**src/rtl/fifo_rd_unpack.sv**
```systemverilog
// rtl/fifo_rd_unpack.sv - read-side consumer that strips length headers from FIFO words
// and streams the payload with an end-of-packet marker.
module fifo_rd_unpack #(
    parameter int DSIZE = 8,
    parameter int CSIZE = 16
) (
    input  logic             rclk,
    input  logic             rrst_n,
    input  logic             rempty,
    input  logic [DSIZE-1:0] rdata,
    output logic             rinc,
    output logic [DSIZE-1:0] m_data,
    output logic             m_valid,
    output logic             m_last,
    input  logic             m_ready,
    output logic [CSIZE-1:0] pkt_cnt,
    output logic [CSIZE-1:0] err_cnt
);

    typedef enum logic {
        HDR = 1'b0,
        PAY = 1'b1
    } state_t;

    state_t           state, state_nxt;
    logic [7:0]       rem, rem_nxt;
    logic [DSIZE-1:0] data_nxt;
    logic             valid_nxt;
    logic             last_nxt;
    logic [CSIZE-1:0] pkt_nxt;
    logic [CSIZE-1:0] err_nxt;
    logic [7:0]       hdr_len;

    // Only the low byte of a header carries the length; wider words ignore the rest.
    assign hdr_len = rdata[7:0];

    // Headers are popped regardless of the output register, so the next header
    // can be absorbed while the previous last word is still waiting.
    assign rinc = rrst_n & ~rempty & ((state == HDR) | ~m_valid | m_ready);

    always_ff @(posedge rclk or negedge rrst_n) begin
        if (!rrst_n) begin
            state   <= HDR;
            rem     <= 8'd0;
            m_data  <= '0;
            m_valid <= 1'b0;
            m_last  <= 1'b0;
            pkt_cnt <= '0;
            err_cnt <= '0;
        end else begin
            state   <= state_nxt;
            rem     <= rem_nxt;
            m_data  <= data_nxt;
            m_valid <= valid_nxt;
            m_last  <= last_nxt;
            pkt_cnt <= pkt_nxt;
            err_cnt <= err_nxt;
        end
    end

    always_comb begin
        state_nxt = state;
        rem_nxt   = rem;
        data_nxt  = m_data;
        valid_nxt = m_valid;
        last_nxt  = m_last;
        pkt_nxt   = pkt_cnt;
        err_nxt   = err_cnt;

        case (state)
            HDR: begin
                if (m_ready) begin
                    valid_nxt = 1'b0;
                    last_nxt  = 1'b0;
                end
                if (rinc) begin
                    if (hdr_len == 8'd0) begin
                        err_nxt = err_cnt + CSIZE'(1);
                    end else begin
                        rem_nxt   = hdr_len - 8'd1;
                        state_nxt = PAY;
                    end
                end
            end
            PAY: begin
                if (rinc) begin
                    data_nxt  = rdata;
                    valid_nxt = 1'b1;
                    last_nxt  = (rem == 8'd0);
                    // Packet counted when its last word enters the output register.
                    if (rem == 8'd0) begin
                        state_nxt = HDR;
                        pkt_nxt   = pkt_cnt + CSIZE'(1);
                    end else begin
                        rem_nxt = rem - 8'd1;
                    end
                end else if (m_ready) begin
                    valid_nxt = 1'b0;
                    last_nxt  = 1'b0;
                end
            end
            default: state_nxt = HDR;
        endcase
    end

endmodule

```
**config.mk**
```make
export PLATFORM = sky130hd
export DESIGN_NAME = fifo_rd_unpack
export DESIGN_NICKNAME = d
export VERILOG_FILES = /design/src/rtl/fifo_rd_unpack.sv
export SDC_FILE = /design/constraint.sdc
export NUM_CORES = 1
export LEC_CHECK = 0
export ABC_AREA = 1
export BUFFER_PORTS_ARGS = -buffer_cell sky130_fd_sc_hd__buf_2
export CAP_MARGIN = 20
export CELL_PAD_IN_SITES_DETAIL_PLACEMENT = 2
export CELL_PAD_IN_SITES_GLOBAL_PLACEMENT = 2
export CORE_ASPECT_RATIO = 1.5
export CORE_MARGIN = 2
export CORE_UTILIZATION = 28
export CTS_CLUSTER_DIAMETER = 40
export DETAILED_ROUTE_END_ITERATION = 6
export MAX_ROUTING_LAYER = met4
export PLACE_DENSITY = 0.72
export RECOVER_POWER = 100
export SLEW_MARGIN = 40
export SYNTH_ARGS = -nofsm -noshare
export SYNTH_HDL_FRONTEND = slang
export SYNTH_SLANG_ARGS = --single-unit
```
**constraint.sdc**
```tcl
create_clock -name rclk -period 1.6 [get_ports rclk]
set_input_delay 0.24 -clock rclk [delete_from_list [all_inputs] [get_ports rclk]]
set_output_delay 0.24 -clock rclk [all_outputs]
set_load 0.02 [all_outputs]
```
Word-level counts from Yosys, hierarchy flattened
Cells that the tools add are included.
- bits of input ports: 12
- register bits: 51
- logic and storage cells: 44
- output and inout port bits: 43
- add/subtract/negate cells: 4
- mux-type cells: 16
- reductions and logical operators: 6
- eq/ne operators: 4
- bitwise operators: 7
- operators with widths (operator ; count):
    $add A16 B1 Y16 const B ; 2
    $mux W8 ; 4
    $logic_not A8 Y1 ; 2
    $pmux W8 S2 ; 1
    $sub A8 B1 Y8 const B ; 2
    $mux W1 ; 8
    $ne A2 B2 Y1 const B ; 4
    $pmux W1 S2 ; 3
    $reduce_and A3 Y1 ; 2
    $reduce_and A4 Y1 ; 1
    $not A1 Y1 ; 3
    $and A1 B1 Y1 ; 2
    $or A1 B1 Y1 ; 2
    $reduce_and A2 Y1 ; 1

Depth between registers and ports, before layout
Gate-level depths: netlist of run 1.
- depth in word-level cells: 6
- depth in mapped cells: 11
- gate-level depth less buffers: 10

Worst setup path before layout of run 1
Ideal clock, no wire load.
- path kind: register -> register
- start point: register state
- end point: register rem[6]
- clock period less this slack: 1.505 ns
- required time: 1.483 ns
- setup time: 0.117 ns
- buffers on the path: 1
- arrival: 1.387 ns
- stages on the path, launching flop included: 11
- path slack: 0.095 ns
- cells stage by stage: dfrtp_1 buf_6 o21ai_2 inv_2 ha_1 inv_1 nor2_1 nand3_1 nand2_1 nand3_1 nand2_1
- cells in the longest elaborated chain, start to end: 6
- elaborated cells on any way between the ends: 10
- those cells by class: eq/ne (4); mux (1); bitwise (4); reduce/logical (1)
- RTL lines (element ; RTL line ; RTL):
    start: declaration ; 25 ; state_t state, state_nxt;
    start signal: assignment ; 51 ; state <= state_nxt;
    $not A1 Y1 (no line) ; n/a ;
    $or A1 B1 Y1 (2 in series) ; 39 ; assign rinc = rrst_n & ~rempty & ((state == HDR) | ~m_valid | m_ready);
    $and A1 B1 Y1 ; 39 ;
    $ne A2 B2 Y1 (no line) ; n/a ;
    $reduce_and A4 Y1 (no line) ; n/a ;
    end signal: assignment ; 52 ; rem <= rem_nxt;
    end: declaration ; 26 ; logic [7:0] rem, rem_nxt;
Several ways; a longest one is shown, not always the timed one.
A chain may end at the register's enable or synchronous reset.

Final worst setup path of run 1
Same ends and word-level chain as after synthesis.

==> results.txt, run 1 <==
----------------------------------------------------
[Routing]
  Number of remaining DRC errors ... 0
  Iter 0 DRT Violations ... 67
  Routed length per placed instance ... 14.8 um
  Number of detailed-route iterations in the first pass ... 4
  DRT antenna net count ... 0
  Detailed-route vias per instance ... 4.63
  Total number of vias ... 2877
  DRT Wirelength ... 9220 um

[STA]
  Fin crit period ... 1.51 ns
  Final Max Slew Viols ... 0
  Final setup violation count ... 0
  Worst-Margin Slew ... 0.693 ns
  Minimum setup slack in the final design ... 0.0890 ns
  Fraction of the cycle the final worst path needs ... 94.4%
  Highest Clock Rate ... 662 MHz
  Hold Vio Cnt, Final ... 0
  Maximum clock skew at final layout ... 0.00331 ns
  Slew margin rel. ... 53.8%
  RSZ-0062 raised after global routing ... yes

[Clock network]
  Clock slew at reported path FFs ... 0.07 ns
  Hold-fix buffers at CTS ... 0
  Clock Path Buffers ... 2
  Clock root buffer ... sky130_fd_sc_hd__clkbuf_16
  Clock sink count ... 51
  Clk_lat worst skew ... 0.29 ns
  Count of H-tree levels built during CTS ... 2
  TritonCTS Buffers ... 5
  TritonCTS clock tree ... yes

[Place]
  Post-placement cell count ... 614
  Post-detailed-placement cell area ... 0.00348 mm^2
  Worst-case setup slack after placement ... 0.0569 ns
  HPWL Detailed ... 7060 um
  Quantity of I/O buffers inserted on ports ... 54
  Weighted congestion reported at the end of routability-driven placement ... 0.786

[Worst hold path]
  Type of the worst min-delay path ... in -> reg
  Hold Path Depth ... 3

[Finish]
  Post-route cell area ... 0.00362 mm^2
  Count of fill cells added during filler insertion ... 1288
  Sequential cell area ... 0.00128 mm^2
  Commonest cells after routing, fill and taps aside ... 168 x sky130_fd_sc_hd__nand2_1, 50 x sky130_fd_sc_hd__dfrtp_1, 44 x sky130_fd_sc_hd__clkbuf_1
  Commonest non-fill, non-tap cell in the layout ... sky130_fd_sc_hd__nand2_1
  Ratio of cells with drive above 1 in the final layout ... 13.6%
  Antenna Diode Count ... 0
  Finished Layout Cells ... 622
  Area added between synthesis and finish ... 20.9%
  Area used by multi-input combinational logic ... 0.00152 mm^2
  Nets@finish ... 494

[Synthesis]
  Ranking of synthesized cells by area ... sky130_fd_sc_hd__dfrtp_1 43%, sky130_fd_sc_hd__nand2_1 21%, sky130_fd_sc_hd__inv_1 4.6%
  Post-synthesis sequential element count ... 51
  Sequential element share of the synthesized area ... 42.6%
  Warning count from the yosys run ... 0
  Syn avg cell area ... 7.28 um^2
  Net count after synthesis ... 426
  Cell type contributing the most total cell area after synthesis ... sky130_fd_sc_hd__dfrtp_1
  Yosys top cell area share ... 42.6%
  Synth Cell Area ... 0.00299 mm^2
  Yosys cell types ... 26
  Post-synthesis cell count ... 411

[Die]
  Horizontal die dimension ... 88.4 um
  DIE HEIGHT ... 131 um
  Die Area ... 0.0116 mm^2
  Initial Utilization ... 28.6%
  Placement Rows ... 46
  Ports placed on the boundary ... 55
  Floorplan Core Area ... 0.0105 mm^2

[Critical path]
  Crit path DAT ... 1.70 ns
  Type of destination of the critical path ... flip-flop
  Reg-to-reg slack, setup ... 0.09 ns
  Worst path required time ... 1.79 ns
  Startpoint class of the critical path ... flip-flop
  Maximum fanout encountered on the critical timing path ... 6
  Worst reg-to-reg path cell count ... 10
  Type of the worst setup path ... reg -> reg

[Run status]
  Outcome ... finished clean

[Global route]
  Pin count of the biggest net entering global routing ... 52
  Global-route wire length before repair ... 15300 um
  Via count of the first global-routing pass ... 3092
  Grt ovf ... 0
  Overall routing resource usage ... 17.7%
  Antenna violations before repair ... 0

[Job]
  Number of max-cap violations ... 0

[Power and ir drop]
  Overall power ... 4780 uW
  Max rail drop VDD ... 0.665 mV
  Leakage power total ... 0.00175 uW
  Pwr dens ... 1320 mW/mm^2

----------------------------------------------------
-- cell usage after synthesis --
cell / n
sky130_fd_sc_hd__buf_4: 2
sky130_fd_sc_hd__o21ai_1: 7
sky130_fd_sc_hd__nand3b_1: 4
sky130_fd_sc_hd__nor4_1: 1
sky130_fd_sc_hd__nand2_4: 2
sky130_fd_sc_hd__nand3_1: 25
sky130_fd_sc_hd__xor2_1: 1
sky130_fd_sc_hd__nand2_2: 5
sky130_fd_sc_hd__nor2_8: 1
sky130_fd_sc_hd__xnor2_1: 14
sky130_fd_sc_hd__buf_2: 2
sky130_fd_sc_hd__nand2_1: 168
sky130_fd_sc_hd__ha_1: 3
sky130_fd_sc_hd__buf_6: 4
sky130_fd_sc_hd__nor2_2: 3
sky130_fd_sc_hd__nand4_1: 9
sky130_fd_sc_hd__nand3_2: 1
sky130_fd_sc_hd__o21ai_0: 21
sky130_fd_sc_hd__o21ai_4: 1
sky130_fd_sc_hd__inv_1: 37
sky130_fd_sc_hd__nor3_2: 1
sky130_fd_sc_hd__nor2_1: 34
sky130_fd_sc_hd__dfrtp_1: 51
sky130_fd_sc_hd__nor2_4: 3
sky130_fd_sc_hd__inv_2: 7
sky130_fd_sc_hd__o21ai_2: 4
-- through the flow --
step	hold WS [ns]	utilization, %	setup TNS (ns)
floorplan	-0.0556	-	0
global placement	0.464	33.3	0
detailed placement	0.466	33.3	0
CTS	0.188	34.8	0
global route	0.209	34.5	-0.0789
finish	0.183	34.5	0
-- path summary, 6_finish.rpt --
kind / start / end
setup reg to reg: state / rem[6]
max in group asynchronous: rrst_n / state
setup / recovery: state / rem[6]
hold reg to reg: m_data[6] / m_data[6]
min in group asynchronous: rrst_n / err_cnt[12]
hold / removal: rdata[5] / m_data[5]
-- power breakdown --
part	leakage [uW]	internal (uW)	switching [uW]
Clock	0.0000628	565	472
Sequential	0.000672	1510	163
Combinational	0.00101	719	1350
-- critical path, cell delays in order (launching register included) --
cell and delay, ns:
sky130_fd_sc_hd__dfrtp_2 0.44, sky130_fd_sc_hd__buf_12 0.14, sky130_fd_sc_hd__nand2_1 0.09, sky130_fd_sc_hd__o21ai_4 0.07, sky130_fd_sc_hd__inv_2 0.09, sky130_fd_sc_hd__ha_4 0.15, sky130_fd_sc_hd__nand2_2 0.09, sky130_fd_sc_hd__nor2_4 0.12
sky130_fd_sc_hd__nand3_1 0.07, sky130_fd_sc_hd__nand3_1 0.09, sky130_fd_sc_hd__nand2_1 0.05
-- metal layers --
| layer | GRT usage, % | vias up | wire, um | part of all wire, % |
|---|---|---|---|---|
| met1 | 18.7 | 1426 | 3610 | 39 |
| li1 | - | 1403 | - | - |
| met2 | 33.6 | 38 | 5250 | 57 |
| met4 | 4.72 | 0 | 132 | 1.4 |
| met5 | - | - | 0 | 0 |
| met3 | 2.64 | 10 | 219 | 2.4 |
-- registers in the layout (all words and copies together) (netlist names) --
signal and count:
pkt_cnt 16, state 1, m_valid 1, m_last 1
rem 8, m_data 8, err_cnt 16
-- logic make-up after synthesis --
| family | synth area share (%) |
|---|---|
| compound gates | 6.39 |
| fa+ha+maj | 1.25 |
| simple gates | 37.5 |
| flops | 42.6 |
| buf+inv | 7.86 |
| xor+xnor | 4.39 |
-- repair_timing --
action,in CTS,in global routing
pin swaps,0,0
setup endpoints to repair,1,18
hold endpoints to repair,0,0
gates resized for setup,1,14
setup buffers,2,0
-- area by class of cell --
type	instances	area share (%)
clock buffer	6	3.56
inverter	44	4.56
multi-input combinational	308	41.9
sequential	51	35.3
tap	144	4.98
timing repair buffer	69	9.72
No activity file was read; power rests on OpenSTA's default activity.
==> run 2: changes to the inputs <==
- CELL_PAD_IN_SITES_DETAIL_PLACEMENT: 2 -> 0
- SLEW_MARGIN: 40 -> 20
==> run 2 against run 1 <==
  * Core utilization is 0.14 points lower
  * Non-clock buffer count did not move
  * Highest routed layer unchanged
  * Sequential share of layout area is 0.15 points higher
==> results.txt, run 2 (synthesis results as in run 1) <==
----------------------------------------------------
[STA]
  Setup total negative slack ... 0 ns (unchanged)
  Maximum clock skew at final layout ... 0.00366 ns (was 0.00331 ns)
  Slew margin rel. ... 54.1% (was 53.8%)
  Fraction of the cycle the final worst path needs ... 95.1% (was 94.4%)
  Worst-Margin Slew ... 0.688 ns (was 0.693 ns)
  RSZ-0062 raised after global routing ... no (was yes)
  Hold Vio Cnt, Final ... 0 (unchanged)
  Final Max Slew Viols ... 0 (unchanged)
  Fin crit period ... 1.52 ns (was 1.51 ns)
  Final setup violation count ... 0 (unchanged)
  Highest Clock Rate ... 657 MHz (was 662 MHz)

[Clock network]
  TritonCTS Buffers ... 5 (unchanged)
  Clock root buffer ... sky130_fd_sc_hd__clkbuf_16 (unchanged)
  TritonCTS clock tree ... yes (unchanged)
  Clk_lat worst skew ... 0.29 ns (about the same)
  Hold-fix buffers at CTS ... 0 (unchanged)
  Clock Path Buffers ... 2 (unchanged)
  Clock slew at reported path FFs ... 0.07 ns (about the same)
  Count of H-tree levels built during CTS ... 2 (unchanged)
  Clock sink count ... 51 (unchanged)

[Run status]
  Outcome ... finished clean (unchanged)

[Finish]
  Commonest non-fill, non-tap cell in the layout ... sky130_fd_sc_hd__nand2_1 (unchanged)
  Post-Route Utilization ... 34.4% (was 34.5%)
  Finished Layout Cells ... 624 (was 622)
  Commonest cells after routing, fill and taps aside ... 168 x sky130_fd_sc_hd__nand2_1, 50 x sky130_fd_sc_hd__dfrtp_1, 45 x sky130_fd_sc_hd__clkbuf_1 (was 168 x sky130_fd_sc_hd__nand2_1, 50 x sky130_fd_sc_hd__dfrtp_1, 44 x sky130_fd_sc_hd__clkbuf_1)
  Ratio of cells with drive above 1 in the final layout ... 12.9% (was 13.6%)
  Count of fill cells added during filler insertion ... 1199 (was 1288)
  Area added between synthesis and finish ... 20.4% (was 20.9%)
  Antenna Diode Count ... 0 (unchanged)
  Largest regs ... err_cnt: 16 flops, pkt_cnt: 16 flops (unchanged)
  Nets@finish ... 494 (unchanged)

[Die]
  DIE HEIGHT ... 131 um (unchanged)
  Initial Utilization ... 28.6% (unchanged)
  Ports placed on the boundary ... 55 (unchanged)
  Floorplan Core Area ... 0.0105 mm^2 (unchanged)
  Horizontal die dimension ... 88.4 um (unchanged)
  Die Area ... 0.0116 mm^2 (unchanged)
  Placement Rows ... 46 (unchanged)

[Global route]
  Global-route wire length before repair ... 13200 um (was 15300 um)
  Antenna violations before repair ... 0 (unchanged)
  Grt ovf ... 0 (unchanged)
  Overall routing resource usage ... 15.3% (was 17.7%)
  Pin count of the biggest net entering global routing ... 52 (unchanged)
  Via count of the first global-routing pass ... 2659 (was 3092)

[Critical path]
  Count of buffering cells on the critical path with inverters included ... 2 (unchanged)
  Cells along the critical path ... nand2_1 > o21ai_0 > inv_1 > clkbuf_2 (was buf_12 > nand2_1 > o21ai_4 > inv_2 > ha_4 > nand2_2 > nor2_4 > nand3_1 > nand3_1 > nand2_1)
  Startpoint class of the critical path ... flip-flop (unchanged)
  Slowest-stage cell, CP ... sky130_fd_sc_hd__dfrtp_1 (was sky130_fd_sc_hd__dfrtp_2)
  Cell family contributing the most delay on the critical path ... flip-flops (was simple AND/OR/NAND/NOR gates)
  Largest stage delay on the critical path ... 0.36 ns (was 0.44 ns)
  Type of destination of the critical path ... primary output (was flip-flop)
  Type of the worst setup path ... reg -> out (was reg -> reg)
  Crit path DAT ... 1.28 ns (was 1.70 ns)
  Maximum fanout encountered on the critical timing path ... 3 (was 6)
  Worst path required time ... 1.36 ns (was 1.79 ns)

[Place]
  Post-placement cell count ... 614 (unchanged)
  Quantity of I/O buffers inserted on ports ... 54 (unchanged)
  Weighted congestion reported at the end of routability-driven placement ... 0.786 (unchanged)
  HPWL Detailed ... 6020 um (was 7060 um)

[Job]
  Number of max-cap violations ... 0 (unchanged)

[Routing]
  Total number of vias ... 2713 (was 2877)
  Routed length per placed instance ... 13.0 um (was 14.8 um)
  DRT Wirelength ... 8110 um (was 9220 um)
  Detailed-route vias per instance ... 4.35 (was 4.63)
  DRT antenna net count ... 0 (unchanged)
  Number of detailed-route iterations in the first pass ... 4 (unchanged)
  Number of remaining DRC errors ... 0 (unchanged)
  Iter 0 DRT Violations ... 115 (was 67)

[Power and ir drop]
  Overall power ... 4700 uW (was 4780 uW)
  Max rail drop VDD ... 0.777 mV (was 0.665 mV)
  Pwr dens ... 1300 mW/mm^2 (was 1320 mW/mm^2)
  Leakage power total ... 0.00176 uW (was 0.00175 uW)

[Worst hold path]
  Type of the worst min-delay path ... in -> reg (unchanged)

----------------------------------------------------
run 2: cell count changes in the layout (fill, tap and decap cells not counted), sizes merged:
cell    delta
buf        -3
clkbuf     +5
clkinv     +1
inv        -1
run 2: path summary, 6_finish.rpt:
| kind | endpoint | slack, ns | from | depth (start not counted) |
|---|---|---|---|---|
| worst max-delay path | rinc | 0.08 | m_valid | 4 |
| worst min-delay path | m_data[5] | 0.19 | rdata[5] | 3 |
| worst max register to register | err_cnt[14] | 0.09 | err_cnt[0] | 8 |
| worst min register to register | m_data[5] | 0.48 | m_data[5] | 2 |
| max in group asynchronous | state | 0.84 | rrst_n | 2 |
| min in group asynchronous | err_cnt[12] | 0.28 | rrst_n | 2 |
run 2: report_power, final:
| group | internal (uW) | switching, uW | total, uW |
|---|---|---|---|
| logic | 641 | 1240 | 1880 |
| clock network | 668 | 490 | 1160 |
| registers | 1510 | 146 | 1660 |
| total | 2820 | 1880 | 4700 |
run 2: worst register-to-register path: stages, from the launching register on:
cell,delay [ns]
sky130_fd_sc_hd__dfrtp_1,0.36
sky130_fd_sc_hd__ha_1,0.19
sky130_fd_sc_hd__nand3_1,0.16
sky130_fd_sc_hd__nor2_1,0.32
sky130_fd_sc_hd__nand3_1,0.12
sky130_fd_sc_hd__nand2_1,0.08
sky130_fd_sc_hd__nand2_1,0.05
sky130_fd_sc_hd__nand2_1,0.04
sky130_fd_sc_hd__o21ai_0,0.07
run 2: metrics by stage:
stage                     hold slack [ns]  area (um^2)  worst slack, ns
after CTS                           0.186         3660           0.0550
after floorplan                   -0.0556         2990           0.0954
after detailed placement            0.470         3480           0.0944
after global placement              0.464         3480           0.0800
final                               0.193         3600           0.0785
after global routing                0.211         3600          0.00491
run 2: what timing repair did:
| action | 4_1_cts | 5_1_grt |
|---|---|---|
| setup endpoints to repair | 1 | 5 |
| buffers inserted | 2 | 0 |
| gates resized for setup | 1 | 8 |
| pin swaps | 0 | 0 |
| hold endpoints to repair | 0 | 0 |
run 2: cell type report:
type                            count  area [um^2]  share of cell area, %
Sequential cell                    51         1280                   35.5
Inverter                           44          166                   4.62
Timing Repair Buffer               69          328                   9.10
Tap cell                          144          180                   5.00
Clock buffer                        8          156                   4.34
Multi-Input combinational cell    308         1500                   41.5
run 2: metal layers:
layer  track usage (%)  share of wire [%]  vias to the layer above
met2              27.3                 53                       40
li1                  -                  -                     1415
met4              4.81                1.2                        0
met1              17.1                 43                     1253
met3              2.58                2.8                        5
met5                 -                  0                        -
